--- config.mk ---
export PLATFORM = sky130hd
export DESIGN_NAME = mem_stage_sram
export DESIGN_NICKNAME = d
export VERILOG_FILES = /design/src/rtl/mem_stage_sram.sv
export SDC_FILE = /design/constraint.sdc
export NUM_CORES = 1
export LEC_CHECK = 0
export CELL_PAD_IN_SITES_DETAIL_PLACEMENT = 1
export CELL_PAD_IN_SITES_GLOBAL_PLACEMENT = 1
export CORE_ASPECT_RATIO = 1.2
export CORE_MARGIN = 2
export CORE_UTILIZATION = 27
export DETAILED_ROUTE_END_ITERATION = 10
export PLACE_DENSITY_LB_ADDON = 0.1
export REMOVE_ABC_BUFFERS = 1
export SYNTH_ARGS = -nofsm -noshare
export SYNTH_HDL_FRONTEND = slang
export SYNTH_SLANG_ARGS = --single-unit
--- constraint.sdc ---
create_clock -name clk -period 1.6 [get_ports clk]
set_input_delay 0.16 -clock clk [delete_from_list [all_inputs] [get_ports clk]]
set_output_delay 0.16 -clock clk [all_outputs]
set_load 0.05 [all_outputs]
--- src/rtl/mem_stage_sram.sv ---
// MEM stage: splits each 32-bit load/store into two 16-bit SRAM phases of WAIT_CYCLES each.
// Latency 2*WAIT_CYCLES+2 cycles per access; freeze holds the pipeline until the DONE cycle.
module mem_stage_sram #(
    parameter int WAIT_CYCLES = 1,
    parameter int BASE_ADDR   = 1024,
    parameter int SRAM_AW     = 18
) (
    input  logic               clk,
    input  logic               rst,
    input  logic [31:0]        ALU_result,
    input  logic [31:0]        ST_value,
    input  logic [4:0]         Dest,
    input  logic               MEM_R_en,
    input  logic               MEM_W_en,
    input  logic               WB_en,
    output logic [31:0]        ALU_result_out,
    output logic [4:0]         Dest_out,
    output logic               WB_en_out,
    output logic               MEM_R_en_out,
    output logic [31:0]        MEM_result,
    output logic               freeze,
    output logic [SRAM_AW-1:0] SRAM_addr,
    output logic [15:0]        SRAM_wdata,
    input  logic [15:0]        SRAM_rdata,
    output logic               SRAM_we_n,
    output logic               SRAM_oe_n
);

    typedef enum logic [1:0] {IDLE, LO, HI, DONE} state_t;

    state_t             state_q, state_d;
    logic [3:0]         cnt_q, cnt_d;
    logic [SRAM_AW-2:0] word_q, word_d;
    logic [31:0]        st_q, st_d;
    logic               is_st_q, is_st_d;
    logic [31:0]        mem_result_q, mem_result_d;

    logic        req;
    logic        phase_last;
    logic [31:0] byte_off;
    logic        unused_off;

    assign req        = MEM_R_en | MEM_W_en;
    assign phase_last = (cnt_q == 4'(WAIT_CYCLES - 1));
    assign byte_off   = ALU_result - 32'(BASE_ADDR);
    // Bits outside the word index wrap away silently; the byte offset is ignored.
    assign unused_off = ^{byte_off[31:SRAM_AW+1], byte_off[1:0]};

    assign ALU_result_out = ALU_result;
    assign Dest_out       = Dest;
    assign WB_en_out      = WB_en;
    assign MEM_R_en_out   = MEM_R_en;
    assign MEM_result     = mem_result_q;

    always_ff @(posedge clk or negedge rst) begin
        if (!rst) begin
            state_q      <= IDLE;
            cnt_q        <= '0;
            word_q       <= '0;
            st_q         <= '0;
            is_st_q      <= 1'b0;
            mem_result_q <= '0;
        end else begin
            state_q      <= state_d;
            cnt_q        <= cnt_d;
            word_q       <= word_d;
            st_q         <= st_d;
            is_st_q      <= is_st_d;
            mem_result_q <= mem_result_d;
        end
    end

    always_comb begin
        state_d = state_q;
        case (state_q)
            IDLE:    if (req) state_d = LO;
            LO:      if (phase_last) state_d = HI;
            HI:      if (phase_last) state_d = DONE;
            default: state_d = IDLE;
        endcase
    end

    always_comb begin
        cnt_d        = cnt_q;
        word_d       = word_q;
        st_d         = st_q;
        is_st_d      = is_st_q;
        mem_result_d = mem_result_q;
        if (state_q == LO || state_q == HI)
            cnt_d = phase_last ? 4'd0 : cnt_q + 4'd1;
        if (state_q == IDLE && req) begin
            word_d  = byte_off[SRAM_AW:2];
            st_d    = ST_value;
            is_st_d = MEM_W_en;
        end
        // Read data is sampled only on the final cycle of each phase.
        if (!is_st_q && phase_last) begin
            if (state_q == LO) mem_result_d[15:0]  = SRAM_rdata;
            if (state_q == HI) mem_result_d[31:16] = SRAM_rdata;
        end
    end

    always_comb begin
        freeze     = req && (state_q != DONE);
        SRAM_addr  = '0;
        SRAM_wdata = '0;
        SRAM_we_n  = 1'b1;
        SRAM_oe_n  = 1'b1;
        if (state_q == LO || state_q == HI) begin
            SRAM_addr  = {word_q, state_q == HI};
            SRAM_wdata = (state_q == HI) ? st_q[31:16] : st_q[15:0];
            SRAM_we_n  = !is_st_q;
            SRAM_oe_n  = is_st_q;
        end
    end

endmodule
==> summary.txt, run 1 <==
Global routing
  • Met3 Track Usage GR: 6.15%
  • First-pass GRT wire length: 21.2 mm
  • GRT Max-Usage Layer: met2
  • Gr ovfl total: 0
  • Global routing usage on met1: 18.8%
  • Met2 GRT Util: 27.4%
  • Largest net degree at the start of global routing: 36
  • Initial antenna violation count: 0
  • Vias in the first global route: 4011
  • GRT Util Overall: 16.2%

Detailed routing
  • Post-DR wirelength/cell: 17.1 um
  • Via Count: 3627
  • Iter 0 DRT Violations: 124
  • Routed vias/inst: 4.49
  • Final ANT Viol Nets: 0
  • Detailed Route WL: 13.8 mm
  • DRT Pass-1 Iters: 4
  • Residual DRC: 0

Setup path
  • Required time of the critical path: 1.44 ns
  • Slowest stage delay, CP: 0.42 ns
  • CP delay by family, top: buffers and inverters
  • CP Capture Type: output pin
  • Worst Setup Path Type: reg -> out
  • Critical path launch point type: register
  • CP bufs+invs: 4
  • CP max FO: 6
  • Critical-path cell list: inv_2, ha_4, buf_12, buf_12, and2_4, buf_12
  • Arr. time, crit path: 1.76 ns
  • Most used cell, CP: buf_12
  • Slowest cell on crit path: dfrtp_1

Power
  • Maximum VDD drop: 1.13 mV
  • Power Density: 2740 mW/mm2
  • Static leakage: 3.59 nW
  • Overall power: 21.0 mW

Cells and area
  • Layout cells sized above 1: 44.2%
  • Fill cells: 1612
  • Non-Filler Instances: 807
  • Fin area: 0.00768 mm2
  • N_diodes: 0
  • Final #Nets: 692
  • Area grow syn2layout: 79.5%

Status
  • Status: finished with violations
  • Failing checks: setup timing

Floorplanning
  • Full die area: 0.0169 mm2
  • Core Footprint: 0.0156 mm2
  • Chip Height: 142 um
  • Initial Util: 27.5%
  • I/O Pins: 198
  • Floorplan die width: 119 um
  • Floorplan row count: 50

STA
  • Worst-Margin Slew: 0.498 ns
  • Period Utilization, post-route: 120%
  • RSZ-0062 raised after global routing: yes
  • Max Clk Rate: 521 MHz
  • Max Transition Viols Final: 0
  • Final Skew: 0.00452 ns
  • Min setup slack post-route: -0.321 ns
  • Rel. slew slack: 66.8%
  • Fin Hold WS: 0.320 ns
  • Finish-stage setup viols: 72
  • Min Tclk post-route: 1.92 ns
  • Final hold vios: 0

Placed design
  • PortBufs: 155
  • Placed Cells: 769
  • Final GP Congestion: 0.769
  • DP HPWL: 9.40 mm
  • Dpl ws: -0.277 ns
  • Cell area after placement: 0.00661 mm2

Clock network
  • Worst-Skew Late Latency: 0.35 ns
  • H-tree levels: 3
  • Total CTS buffers: 9
  • Clk sink count: 88
  • Clock Tree Buf Depth: 2
  • Worst-path clk slew: 0.06 ns
  • Root Driver: clkbuf_16
  • CTS tree: built

Yosys
  • Cell variety after synth: 38
  • Cell taking the most area after synthesis: dfrtp_1
  • Post-synthesis cell area: 0.00428 mm2
  • Number of synthesized register bits: 88
  • Synthesized instance count: 423
  • Synth top area share: 51.5%
  • Part of the Yosys area used for sequential elements: 51.5%
  • Synth area leaders: dfrtp_1 51%, nand2_1 11%, mux2_2 8.7%, buf_4 6.8%, mux2i_1 3.7%
  • Synth warnings: 0
  • Avg Inst Size Synth: 10.1 um2

Run
  • Max-capacitance violation count: 0

Worst hold path
  • HP Class: in -> out
flip-flops by register name, summed over array words and instances (netlist names):
signal      flops
is_st_q         1
st_q           32
cnt_q           4
word_q         17
MEM_result     32
state_q         2
report_power, final:
group          switching [mW]  internal, mW
clock                   0.935          1.22
sequential              0.692          3.30
combinational            7.63          7.25
total                    9.25          11.8
area by class of cell:
cell class,count,area (um2),area share [%]
Tap cell,208,260,3.39
Clock buffer,9,225,2.93
Multi-Input combinational cell,271,2090,27.2
Inverter,6,22.5,0.293
Timing Repair Buffer,218,2800,36.5
Sequential cell,88,2200,28.7
Clock inverter,7,78.8,1.03
cells by family after synthesis:
| kind of cell | after synthesis | synth area share (%) |
|---|---|---|
| adders and majority gates | 8 | 2.34 |
| xor gates and xnor gates | 3 | 0.615 |
| buffers and inverters | 64 | 9.45 |
| AOI/OAI and AO/OA | 22 | 3.22 |
| and+or+nand+nor | 189 | 20.5 |
| muxes | 49 | 12.4 |
| DFF | 88 | 51.5 |
synth_stat cells, drive strengths merged:
cell	number
clkbuf	14
a221o	1
nand3	1
a31oi	5
and2	17
a22o	1
o31ai	3
or3b	2
o21ai	9
inv	6
or3	3
nor2	7
nor2b	17
mux2	33
or2	1
or4	2
a21o	1
nand2	132
xnor2	3
nor3	1
mux2i	16
dfrtp	88
nand2b	2
buf	44
nor3b	1
ha	8
o21a	1
a21oi	1
nand4	1
nor4b	2
cells in the final DEF, fill, tap and decap left out, types with 3 or more instances in the layout:
master           instances
a31oi_1                  5
and2_4                  17
buf_12                  67
buf_16                   3
buf_4                   68
buf_6                    6
buf_8                    3
clkbuf_16               12
clkdlybuf4s50_1         67
clkinvlp_4               3
dfrtp_1                 88
ha_1                     3
ha_4                     5
inv_2                    4
mux2_2                   6
mux2_4                  27
mux2i_1                  7
mux2i_2                  3
mux2i_4                  6
nand2_1                128
nor2_1                   6
nor2b_2                 14
o21ai_0                  8
o31ai_1                  3
xnor2_1                  3
metal layers:
| metal | vias to the layer above | wire (um) |
|---|---|---|
| met2 | 138 | 6960 |
| met4 | 2 | 199 |
| met1 | 1799 | 5470 |
| li1 | 1672 | - |
| met3 | 16 | 1130 |
| met5 | - | 46 |
final timing paths:
path                            start            to  slack, ns  depth (start not counted)
max                        state_q[1]  SRAM_addr[7]      -0.32                          6
min                             WB_en     WB_en_out       0.32                          0
max reg2reg                state_q[0]    state_q[0]      -0.25                          7
min reg2reg                  st_q[17]      st_q[17]       0.47                          2
max in group asynchronous         rst      st_q[25]       0.65                          3
min in group asynchronous         rst      cnt_q[2]       0.33                          2
per-stage QoR:
| step | util [%] | TNS (ns) |
|---|---|---|
| 5_1_grt | 49.3 | -17.94 |
| 6_report | 49.3 | -13.98 |
| 3_3_place_gp | 42.4 | -0.949 |
| 2_1_floorplan | - | -58.03 |
| 3_5_place_dp | 42.4 | -1.20 |
| 4_1_cts | 46.7 | -9.82 |
what timing repair did:
item	in CTS	in global routing
hold endpoints to repair	32	0
pin swaps	3	11
setup buffers	8	9
gates resized for setup	51	70
hold buffers	1	0
gates cloned	3	2
endpoints found under the setup margin	71	71
Note: power is estimated with default switching activity, not from simulation.
==> run 2: changes to the inputs <==
CTS_BUF_LIST = sky130_fd_sc_hd__clkbuf_4 sky130_fd_sc_hd__clkbuf_8 sky130_fd_sc_hd__clkbuf_16   (was default)
==> results of run 2 <==
The final DEF is identical to that of run 1; final timing and power are the same.
